==> config.mk <==
export PLATFORM = sky130hd
export DESIGN_NAME = hazard_detect_flat
export DESIGN_NICKNAME = d
export VERILOG_FILES = /design/src/rtl/hazard_detect_if.sv /design/src/rtl/hazard_detect.sv /design/src/flat_wrapper.sv
export SDC_FILE = /design/constraint.sdc
export NUM_CORES = 1
export LEC_CHECK = 0
export CAP_MARGIN = 20
export CORE_MARGIN = 5
export CORE_UTILIZATION = 30
export DETAILED_ROUTE_END_ITERATION = 12
export PLACE_DENSITY = 0.61
export REMOVE_ABC_BUFFERS = 1
export SKIP_CTS_REPAIR_TIMING = 1
export SLEW_MARGIN = 20
export SYNTH_ARGS = -nofsm -noshare
export SYNTH_HDL_FRONTEND = slang
export SYNTH_SLANG_ARGS = --single-unit
==> constraint.sdc <==
create_clock -name clk -period 1.73 [get_ports clk]
set_input_delay 0.2595 -clock clk [delete_from_list [all_inputs] [get_ports clk]]
set_output_delay 0.2595 -clock clk [all_outputs]
set_load 0.02 [all_outputs]
==> src/rtl/hazard_detect_if.sv <==
// Issue-side interlock bundle: ID-stage operand/producer info and flush in,
// pipeline write enables, bubble, stall flag and stall-cycle counter out.
interface hazard_detect_if #(
  parameter int CNT_W = 16
);
  logic [1:0]       id_rs;
  logic [1:0]       id_rt;
  logic             id_use_rs;
  logic             id_use_rt;
  logic [1:0]       id_dest;
  logic             id_regwrite;
  logic             id_memread;
  logic             id_valid;
  logic             flush;
  logic             pc_write;
  logic             ifid_write;
  logic             idex_bubble;
  logic             stall;
  logic [CNT_W-1:0] stall_count;

  modport master (
    output id_rs, id_rt, id_use_rs, id_use_rt, id_dest,
           id_regwrite, id_memread, id_valid, flush,
    input  pc_write, ifid_write, idex_bubble, stall, stall_count
  );

  modport slave (
    input  id_rs, id_rt, id_use_rs, id_use_rt, id_dest,
           id_regwrite, id_memread, id_valid, flush,
    output pc_write, ifid_write, idex_bubble, stall, stall_count
  );
endinterface

==> src/rtl/hazard_detect.sv <==
// Pipeline interlock: shadows EX/MEM destinations and stalls ID on unresolved sources.
// HAZARD_FORWARDING_EN defined: only load-use on EX stalls; undefined: any EX/MEM producer stalls.
module hazard_detect #(
  parameter int CNT_W = 16
) (
  input  logic            clk,
  input  logic            reset,
  hazard_detect_if.slave  hz
);

  logic             ex_valid_q, ex_valid_d;
  logic [1:0]       ex_dest_q, ex_dest_d;
  logic             ex_regwrite_q, ex_regwrite_d;
  logic             ex_memread_q, ex_memread_d;
  logic             mem_valid_q, mem_valid_d;
  logic [1:0]       mem_dest_q, mem_dest_d;
  logic             mem_regwrite_q, mem_regwrite_d;
  logic [CNT_W-1:0] cnt_q, cnt_d;

  logic rs_ex, rt_ex, rs_mem, rt_mem;
  logic hazard, stall, bubble;

  always_comb begin
    rs_ex  = ex_valid_q  & ex_regwrite_q  & hz.id_use_rs & (hz.id_rs == ex_dest_q);
    rt_ex  = ex_valid_q  & ex_regwrite_q  & hz.id_use_rt & (hz.id_rt == ex_dest_q);
    rs_mem = mem_valid_q & mem_regwrite_q & hz.id_use_rs & (hz.id_rs == mem_dest_q);
    rt_mem = mem_valid_q & mem_regwrite_q & hz.id_use_rt & (hz.id_rt == mem_dest_q);
`ifdef HAZARD_FORWARDING_EN
    hazard = hz.id_valid & ex_memread_q & (rs_ex | rt_ex);
`else
    hazard = hz.id_valid & (rs_ex | rt_ex | rs_mem | rt_mem);
`endif
    // A squashed instruction must never hold up the fetch redirect.
    stall  = hazard & ~hz.flush;
    bubble = stall | hz.flush;
  end

  always_comb begin
    mem_valid_d    = ex_valid_q;
    mem_dest_d     = ex_dest_q;
    mem_regwrite_d = ex_regwrite_q;
    ex_valid_d     = bubble ? 1'b0 : hz.id_valid;
    ex_dest_d      = bubble ? ex_dest_q : hz.id_dest;
    ex_regwrite_d  = bubble ? ex_regwrite_q : hz.id_regwrite;
    ex_memread_d   = bubble ? ex_memread_q : hz.id_memread;
    cnt_d          = stall ? cnt_q + 1'b1 : cnt_q;
  end

  always_ff @(posedge clk) begin
    if (reset) begin
      ex_valid_q     <= 1'b0;
      ex_dest_q      <= 2'd0;
      ex_regwrite_q  <= 1'b0;
      ex_memread_q   <= 1'b0;
      mem_valid_q    <= 1'b0;
      mem_dest_q     <= 2'd0;
      mem_regwrite_q <= 1'b0;
      cnt_q          <= '0;
    end else begin
      ex_valid_q     <= ex_valid_d;
      ex_dest_q      <= ex_dest_d;
      ex_regwrite_q  <= ex_regwrite_d;
      ex_memread_q   <= ex_memread_d;
      mem_valid_q    <= mem_valid_d;
      mem_dest_q     <= mem_dest_d;
      mem_regwrite_q <= mem_regwrite_d;
      cnt_q          <= cnt_d;
    end
  end

  assign hz.stall       = stall;
  assign hz.pc_write    = ~stall;
  assign hz.ifid_write  = ~stall;
  assign hz.idex_bubble = bubble;
  assign hz.stall_count = cnt_q;

endmodule

==> src/flat_wrapper.sv <==
// flat-port wrapper written by rule: the top's interface ports become plain ports
module hazard_detect_flat 
#(
  parameter int CNT_W = 16
)
  (clk, reset, hz_id_rs, hz_id_rt, hz_id_use_rs, hz_id_use_rt, hz_id_dest, hz_id_regwrite, hz_id_memread, hz_id_valid, hz_flush, hz_pc_write, hz_ifid_write, hz_idex_bubble, hz_stall, hz_stall_count);
  hazard_detect_if #(.CNT_W(CNT_W)) hz_i ();
  input  logic clk;
  input  logic reset;
  input wire logic [$bits(hz_i.id_rs)-1:0] hz_id_rs;
  input wire logic [$bits(hz_i.id_rt)-1:0] hz_id_rt;
  input wire logic [$bits(hz_i.id_use_rs)-1:0] hz_id_use_rs;
  input wire logic [$bits(hz_i.id_use_rt)-1:0] hz_id_use_rt;
  input wire logic [$bits(hz_i.id_dest)-1:0] hz_id_dest;
  input wire logic [$bits(hz_i.id_regwrite)-1:0] hz_id_regwrite;
  input wire logic [$bits(hz_i.id_memread)-1:0] hz_id_memread;
  input wire logic [$bits(hz_i.id_valid)-1:0] hz_id_valid;
  input wire logic [$bits(hz_i.flush)-1:0] hz_flush;
  output wire logic [$bits(hz_i.pc_write)-1:0] hz_pc_write;
  output wire logic [$bits(hz_i.ifid_write)-1:0] hz_ifid_write;
  output wire logic [$bits(hz_i.idex_bubble)-1:0] hz_idex_bubble;
  output wire logic [$bits(hz_i.stall)-1:0] hz_stall;
  output wire logic [$bits(hz_i.stall_count)-1:0] hz_stall_count;
  assign hz_i.id_rs = hz_id_rs;
  assign hz_i.id_rt = hz_id_rt;
  assign hz_i.id_use_rs = hz_id_use_rs;
  assign hz_i.id_use_rt = hz_id_use_rt;
  assign hz_i.id_dest = hz_id_dest;
  assign hz_i.id_regwrite = hz_id_regwrite;
  assign hz_i.id_memread = hz_id_memread;
  assign hz_i.id_valid = hz_id_valid;
  assign hz_i.flush = hz_flush;
  assign hz_pc_write = hz_i.pc_write;
  assign hz_ifid_write = hz_i.ifid_write;
  assign hz_idex_bubble = hz_i.idex_bubble;
  assign hz_stall = hz_i.stall;
  assign hz_stall_count = hz_i.stall_count;
  hazard_detect #(.CNT_W(CNT_W)) u_core (.clk(clk), .reset(reset), .hz(hz_i));
endmodule
==> results.sh, run 1 <==
export IMPL_status="finished, violations left"
export IMPL_violations="negative setup slack"
export IMPL_final_hold_viol_count=0
export IMPL_clockBufferDepth=2
export IMPL_track_usage_pct=12.4
export IMPL_yosys_warnings=0
export IMPL_place_congestion=0.756
export IMPL_layout_commonest_cell="buf_4"
export IMPL_switching_share_pct=25.4
export IMPL_reg2reg_depth=6
export IMPL_synth_cell_types=36
export IMPL_finalCriticalPeriod_ps=2010
export IMPL_whs_ps=486
export IMPL_drt_iter0_drc=41
export IMPL_hp_class="register to register"
export IMPL_detailedRoute_firstPassIterationCount=4
export IMPL_num_io_pins=34
export IMPL_min_period_over_period_pct=116
export IMPL_synthAdderAreaFrac_pct=0.861
export IMPL_synth_top_family_by_area="simple AND/OR/NAND/NOR gates"
export IMPL_synthXorXnorAreaFrac_pct=2.41
export IMPL_crit_arrival_ps=2180
export IMPL_port_buffers=32
export IMPL_drv_cap=0
export IMPL_clock_sinks=24
export IMPL_final_cell_mix="buf_4 (29), nor2_1 (23), clkdlybuf4s50_1 (23), dfxtp_1 (21), nor2b_1 (20)"
export IMPL_power_density_nw_per_um2=478
export IMPL_rsz0062_at_grt="yes"
export IMPL_wl_per_cell_um=14.0
export IMPL_drive_gt1_share_pct=37.4
export IMPL_r2r_end="u_core.hz.stall_count[11]"
export IMPL_finalSetupViolations=18
export IMPL_cts_buffers=3
export IMPL_initial_core_util_pct=30.8
export IMPL_p_seq_share_pct=50.8
export IMPL_htree_levels=1
export IMPL_finalWorstSetupSlack_ps=-283
export IMPL_startpoint_type="register"
export IMPL_synth_edf_count=0
export IMPL_synthArstFlopShare_pct=0
export IMPL_totalWireLength_um=4270
export IMPL_avgSynthCellArea_sq_um=8.16
export IMPL_path_delay_family="compound AO/OA/AOI/OAI gates"
export IMPL_ff2ff_setup_slack_ps=-280
export IMPL_syn2layout_area_growth_pct=63.6
export IMPL_synthSimpleGateAreaFrac_pct=32.5
export IMPL_cts_tree="yes"
export IMPL_timing_rr_start="u_core.ex_dest_q[1]"
export IMPL_root_buffer="clkbuf_8"
export IMPL_synth_flop_cell="dfxtp_1"
export IMPL_combPwrFrac_pct=14.2
export IMPL_tightest_slew_ps=293
export IMPL_mappedNetlistArea_sq_um=1450
export IMPL_intPower_uw=847
export IMPL_vdd_drop_max_uv=454
export IMPL_vias=1479
export IMPL_cts_clk_slew_worst_paths_ps=90
export IMPL_drv_slew=0
export IMPL_crit_slowest_cell="dfxtp_4"
export IMPL_grt_pass1_wl_um=6310
export IMPL_fp_dieH_um=79.6
export IMPL_via_per_inst=4.85
export IMPL_worstSetupEndpointType="register"
export IMPL_syn_instance_count=178
export IMPL_row_count=25
export IMPL_fmax_mhz=497
export IMPL_die_x_um=79.6
export IMPL_hp_start="u_core.ex_valid_q"
export IMPL_antenna_found_initial=0
export IMPL_design_power_total_uw=1140
export IMPL_hold_path_cell_count=1
export IMPL_cpPeakStageDelay_ps=370
export IMPL_leakage_uw=0.000912
export IMPL_synth_compound_area_share_pct=15.6
export IMPL_antennaDiodeCount=0
export IMPL_switchingPower_uw=288
export IMPL_clk_latency_ps=270
export IMPL_hold_end="u_core.mem_valid_q"
export IMPL_muxShareOfSynthArea_pct=12.3
export IMPL_required_ps=1900
export IMPL_place_ws_ps=-752
export IMPL_coreArea_sq_um=4720
export IMPL_path_class="register to register"
export IMPL_ys_ff_latch=24
export IMPL_worstPathCellList="or2_0, a211oi_2, nor2_4, buf_6, a2111oi_4, mux2_2"
export IMPL_dieArea_sq_um=6330
export IMPL_critPathMaxFanout=13
export IMPL_seq_area_frac_synth_pct=33.1
export IMPL_grt_max_degree=48
export IMPL_clkPwrFrac_pct=35.0
export IMPL_overflow=0
export IMPL_nNetsFinal=254
export IMPL_post_dp_hpwl_um=2830
export IMPL_grt_pass1_vias=1315
export IMPL_fin_skew_ps=1.45
export IMPL_route_detailed_drc=0
export IMPL_crit_buf_inv=1
export IMPL_ant_nets=0
export IMPL_slew_headroom_pct=80.2
-- synth_stat cells (all sizes together), types with 2 or more instances --
cell type	n	area share (%)
nor2	25	7.1
dfxtp	24	33
nor2b	20	8.6
nand2	19	4.9
mux2	15	12
nand3	10	3.4
a21oi	8	3.0
a211oi	6	4.5
or2	6	2.6
clkbuf	5	1.3
a2111oi	4	3.1
and3	4	1.8
buf	4	1.5
nand4	4	1.7
o21ai	4	1.4
xor2	4	2.4
a31oi	3	1.3
nand2b	3	1.3
o311ai	3	1.8
inv	2	0.52
-- layer usage --
metal | track usage [%] | up-vias | wire length, um
li1 | - | 739 | -
met1 | 16.1 | 703 | 1870
met2 | 20.5 | 32 | 2180
met3 | 3.39 | 5 | 194
met4 | 2.58 | 0 | 29
met5 | 0 | - | 0
-- registers in the layout, summed over array words and instances, names as in the netlist --
register and count:
u_core.mem_valid_q 1, u_core.ex_regwrite_q 1, u_core.hz.stall_count 16, u_core.mem_dest_q 2, u_core.ex_valid_q 1, u_core.mem_regwrite_q 1
u_core.ex_dest_q 2
-- worst register-to-register path, cell delays in order, from the launching register on --
cell and delay (ps):
dfxtp_4 370, or2_0 220, a211oi_2 340, nor2_4 90
buf_6 190, a2111oi_4 330, mux2_2 370
-- cell type report --
cell class                 count  area, sq um
inverter                       2         7.51
fill                         452         2350
multi-input combinational    143         1130
sequential                    24          489
timing repair buffer          65          607
tap                           67         83.8
clock buffer                   4         55.1
-- logic make-up after synthesis --
logic type	after synthesis
compound gates	29
xor+xnor	4
fa+ha+maj	1
buf+inv	11
flops	24
mux	16
simple gates	93
-- how the worst max path moves through the flow --
stage          depth (start not counted)                   endpoint                     start  slack [ps]
5_1_grt                                6  u_core.hz.stall_count[11]       u_core.ex_dest_q[1]        -360
3_5_place_dp                           6                   hz_stall               hz_id_rt[0]        -750
2_1_floorplan                          5  u_core.hz.stall_count[13]  u_core.hz.stall_count[3]        -180
3_3_place_gp                           6                   hz_stall               hz_id_rs[0]        -720
4_1_cts                                6                   hz_stall               hz_id_rt[0]        -760
6_report                               6  u_core.hz.stall_count[11]       u_core.ex_dest_q[1]        -280
-- power groups by stage --
stage	logic (uW)	clock network, uW	registers [uW]
CTS	144	409	575
floorplan	51.1	0	586
detailed placement	143	0	588
global route	175	430	579
global placement	141	0	587
finish	161	398	577
-- stage by stage --
stage	setup TNS (ps)	utilization [%]	cell area, sq um	std cells
after floorplan	-788	-	1410	169
after global placement	-10780	43.3	2050	297
after detailed placement	-11460	43.3	2050	297
after CTS	-6220	44.5	2100	301
after global routing	-4390	50.3	2380	305
final	-2900	50.3	2380	305
Power figures use the tool's default switching activity.
==> run 2, diff against run 1 <==
- MAX_ROUTING_LAYER: default -> met4
==> run 2 against run 1 <==
Net effect: the flow still finishes with violations (negative setup slack); critical endpoint unchanged; sequential power is essentially flat; critical path type unchanged; total power about the same; global-route usage up 0.33 points; utilization is the same; combinational power about the same; clock-buffer cell count unchanged; sequential share of layout area is the same; first-iteration DRC count rose by 9.8%; die area did not move; cell count stayed put.
==> results.sh, run 2 (synthesis gave the netlist of run 1 again) <==
export IMPL_initial_core_util_pct=30.8
export IMPL_cpPeakStageDelay_ps=370
export IMPL_layout_commonest_cell="buf_4"
export IMPL_drive_gt1_share_pct=37.4
export IMPL_drv_cap=0
export IMPL_post_dp_hpwl_um=2830
export IMPL_final_util_pct=50.3
export IMPL_final_cell_mix="buf_4 (29), nor2_1 (23), clkdlybuf4s50_1 (23), dfxtp_1 (21), nor2b_1 (20)"
export IMPL_crit_start="u_core.ex_dest_q[1]"
export IMPL_cts_clk_slew_worst_paths_ps=90
export IMPL_vdd_drop_max_uv=453
export IMPL_worstSetupEndpointType="register"
export IMPL_crit_arrival_ps=2180
export IMPL_root_buffer="clkbuf_8"
export IMPL_hp_start="u_core.ex_valid_q"
export IMPL_ant_nets=0
export IMPL_multi_input_area_sq_um=1130
export IMPL_place_congestion=0.766
export IMPL_power_density_nw_per_um2=478
export IMPL_grt_pass1_vias=1317
export IMPL_drt_iter0_drc=45
export IMPL_coreArea_sq_um=4720
export IMPL_dp_cells=297
export IMPL_antenna_found_initial=0
export IMPL_hp_class="register to register"
export IMPL_final_hold_viol_count=0
export IMPL_row_count=25
export IMPL_htree_levels=1
export IMPL_antennaDiodeCount=0
export IMPL_port_buffers=32
export IMPL_num_io_pins=34
export IMPL_required_ps=1900
export IMPL_detailedRoute_firstPassIterationCount=4
export IMPL_nNetsFinal=254
export IMPL_grt_max_degree=48
export IMPL_crit_slowest_cell="dfxtp_4"
export IMPL_path_class="register to register"
export IMPL_via_per_inst=4.87
export IMPL_fmax_mhz=497
export IMPL_tightest_slew_ps=315
export IMPL_overflow=0
export IMPL_wl_per_cell_um=14.1
export IMPL_finalCriticalPeriod_ps=2010
export IMPL_totalWireLength_um=4290
export IMPL_drv_slew=0
export IMPL_status="finished, violations left"
export IMPL_grt_pass1_wl_um=6310
export IMPL_rsz0062_at_grt="yes"
export IMPL_largest_reg_flops=16
export IMPL_route_detailed_drc=0
export IMPL_final_cells=305
export IMPL_track_usage_pct=12.7
export IMPL_violations="negative setup slack"
export IMPL_cts_buffers=3
export IMPL_syn2layout_area_growth_pct=63.6
export IMPL_worstPathCellList="or2_0, a211oi_2, nor2_4, buf_6, a2111oi_4, mux2_2"
export IMPL_fp_dieH_um=79.6
export IMPL_die_x_um=79.6
export IMPL_nFillCells=452
export IMPL_vias=1486
export IMPL_min_period_over_period_pct=116
export IMPL_clockBufferDepth=2
export IMPL_startpoint_type="register"
export IMPL_timing_rr_start="u_core.ex_dest_q[1]"
export IMPL_clock_sinks=24
export IMPL_leakage_uw=0.000912
export IMPL_ff_latch_area_sq_um=489
export IMPL_whs_ps=486
export IMPL_finalWorstSetupSlack_ps=-282
export IMPL_fin_skew_ps=1.45
export IMPL_clk_latency_ps=270
export IMPL_cts_tree="yes"
export IMPL_critPathMaxFanout=13
export IMPL_crit_buf_inv=1
export IMPL_finalSetupViolations=18
export IMPL_slew_headroom_pct=79.0
export IMPL_path_delay_family="compound AO/OA/AOI/OAI gates"
export IMPL_dieArea_sq_um=6330
run 2: stage by stage:
step | setup WS [ps] | power, uW | setup TNS, ps | area, sq um
3_3_place_gp | -722 | 728 | -10780 | 2050
3_5_place_dp | -752 | 730 | -11460 | 2050
2_1_floorplan | -175 | 637 | -788 | 1410
4_1_cts | -764 | 1130 | -6220 | 2100
5_1_grt | -361 | 1180 | -4390 | 2380
6_report | -282 | 1130 | -2890 | 2380
run 2: cell type report:
type                       count  area share (%)
tap                           67            3.53
clock buffer                   4            2.32
sequential                    24            20.6
multi-input combinational    143            47.7
timing repair buffer          65            25.5
inverter                       2           0.316
run 2: worst register-to-register path, stage by stage (launching register included):
cell	delay, ps
dfxtp_4	370
or2_0	220
a211oi_2	340
nor2_4	90
buf_6	190
a2111oi_4	330
mux2_2	370
run 2: power breakdown:
group          switching (uW)  internal (uW)  leakage [uW]
clock                     193            204     0.0000288
combinational            81.3           79.8      0.000687
sequential               12.7            564      0.000196
total                     287            847      0.000912
run 2: final timing paths:
check                               to  slack, ps  cells after the start
max          u_core.hz.stall_count[11]       -280                      6
min                 u_core.mem_valid_q        490                      1
max reg2reg  u_core.hz.stall_count[11]       -280                      6
min reg2reg         u_core.mem_valid_q        490                      1
run 2: layer usage:
layer	global-route usage [%]	part of all wire [%]
met5	-	0
met4	2.58	1.8
met1	16.3	45
met2	20.5	49
met3	3.16	4.1
==> run 3, diff against run 2 <==
- SETUP_SLACK_MARGIN: default -> 0.05
==> run 3 against run 2 <==
Net effect: the flow still finishes with violations (negative setup slack); via count grew 0.40%; critical path depth is the same; routed wire length shrank 0.16%; register-to-register slack is essentially flat; cell count is the same; total power is essentially flat; maximum frequency is essentially flat; utilization grew 0.053 points; sequential power is essentially flat; critical path type unchanged; critical endpoint unchanged; highest routed layer unchanged.
==> results.sh, run 3 (synthesis gave the netlist of run 1 again) <==
export IMPL_port_buffers=32
export IMPL_cts_buffers=3
export IMPL_vias=1492
export IMPL_route_detailed_drc=0
export IMPL_path_class="register to register"
export IMPL_cpPeakStageDelay_ps=370
export IMPL_fmax_mhz=497
export IMPL_crit_slowest_cell="dfxtp_4"
export IMPL_reg2reg_depth=6
export IMPL_detailedRoute_firstPassIterationCount=4
export IMPL_min_period_over_period_pct=116
export IMPL_finalSetupViolations=18
export IMPL_drive_gt1_share_pct=37.4
export IMPL_die_x_um=79.6
export IMPL_finalCriticalPeriod_ps=2010
export IMPL_clockBufferDepth=2
export IMPL_violations="negative setup slack"
export IMPL_fp_dieH_um=79.6
export IMPL_drt_iter0_drc=50
export IMPL_num_io_pins=34
export IMPL_vdd_drop_max_uv=453
export IMPL_ant_nets=0
export IMPL_tns_ps=-2900
export IMPL_rsz0062_at_grt="yes"
export IMPL_crit_buf_inv=1
export IMPL_totalWireLength_um=4280
export IMPL_grt_pass1_wl_um=6310
export IMPL_drv_cap=0
export IMPL_critPathMaxFanout=13
export IMPL_leakage_uw=0.000931
export IMPL_finalWorstSetupSlack_ps=-282
export IMPL_nNetsFinal=254
export IMPL_hold_end="u_core.mem_valid_q"
export IMPL_cts_clk_slew_worst_paths_ps=90
export IMPL_wl_per_cell_um=14.0
export IMPL_final_cell_mix="buf_4 (29), nor2_1 (23), clkdlybuf4s50_1 (22), dfxtp_1 (21), nor2b_1 (20)"
export IMPL_crit_arrival_ps=2180
export IMPL_initial_core_util_pct=30.8
export IMPL_syn2layout_area_growth_pct=63.7
export IMPL_startpoint_type="register"
export IMPL_clk_latency_ps=270
export IMPL_track_usage_pct=12.7
export IMPL_drv_slew=0
export IMPL_required_ps=1900
export IMPL_power_density_nw_per_um2=477
export IMPL_layout_commonest_cell="buf_4"
export IMPL_coreArea_sq_um=4720
export IMPL_antennaDiodeCount=0
export IMPL_clock_sinks=24
export IMPL_slew_headroom_pct=79.0
export IMPL_final_hold_viol_count=0
export IMPL_htree_levels=1
export IMPL_antenna_found_initial=0
export IMPL_post_dp_hpwl_um=2830
export IMPL_overflow=0
export IMPL_status="finished, violations left"
export IMPL_grt_pass1_vias=1317
export IMPL_tightest_slew_ps=315
export IMPL_dieArea_sq_um=6330
export IMPL_place_congestion=0.766
export IMPL_cts_tree="yes"
export IMPL_largest_reg_flops=16
export IMPL_hold_path_cell_count=1
export IMPL_r2r_end="u_core.hz.stall_count[11]"
export IMPL_design_power_total_uw=1140
export IMPL_row_count=25
export IMPL_hp_start="u_core.ex_valid_q"
export IMPL_path_delay_family="compound AO/OA/AOI/OAI gates"
export IMPL_fin_skew_ps=1.47
export IMPL_root_buffer="clkbuf_8"
export IMPL_hp_class="register to register"
export IMPL_timing_rr_start="u_core.ex_dest_q[1]"
export IMPL_worstSetupEndpointType="register"
export IMPL_grt_max_degree=48
export IMPL_via_per_inst=4.89
export IMPL_worstPathCellList="or2_0, a211oi_2, nor2_4, buf_6, a2111oi_4, mux2_2"
export IMPL_ff2ff_setup_slack_ps=-280
run 3: report_power, final:
group	switching, uW	internal, uW	leakage [uW]	total [uW]
Combinational	81.5	79.8	0.000706	161
Clock	194	204	0.0000288	397
Sequential	12.7	564	0.000196	577
run 3: per-stage QoR:
step | instance area [sq um] | util [%] | cells | hold slack, ps | setup WS, ps
3_3_place_gp | 2050 | 43.3 | 297 | 476 | -722
3_5_place_dp | 2050 | 43.3 | 297 | 477 | -752
4_1_cts | 2100 | 44.5 | 301 | 491 | -764
2_1_floorplan | 1410 | - | 169 | 331 | -175
5_1_grt | 2380 | 50.4 | 305 | 515 | -361
6_report | 2380 | 50.4 | 305 | 486 | -282
run 3: worst max path at each step:
stage / end / cells past startpoint / slack, ps / startpoint
2_1_floorplan: u_core.hz.stall_count[13] / 5 / -180 / u_core.hz.stall_count[3]
3_3_place_gp: hz_stall / 6 / -720 / hz_id_rs[0]
3_5_place_dp: hz_stall / 6 / -750 / hz_id_rt[0]
4_1_cts: hz_stall / 6 / -760 / hz_id_rt[0]
5_1_grt: u_core.hz.stall_count[11] / 6 / -360 / u_core.ex_dest_q[1]
6_report: u_core.hz.stall_count[11] / 6 / -280 / u_core.ex_dest_q[1]
run 3: routing by layer:
layer	up-vias	GRT usage [%]	wire length, um
met5	-	-	0
met2	44	20.5	2100
met4	0	2.58	79
met3	9	3.16	195
li1	740	-	-
met1	699	16.3	1900
run 3: area by class of cell:
type,count,area (sq um)
Fill cell,451,2340
Tap cell,67,83.8
Inverter,2,7.51
Sequential cell,24,489
Clock buffer,4,55.1
Multi-Input combinational cell,143,1130
Timing Repair Buffer,65,609
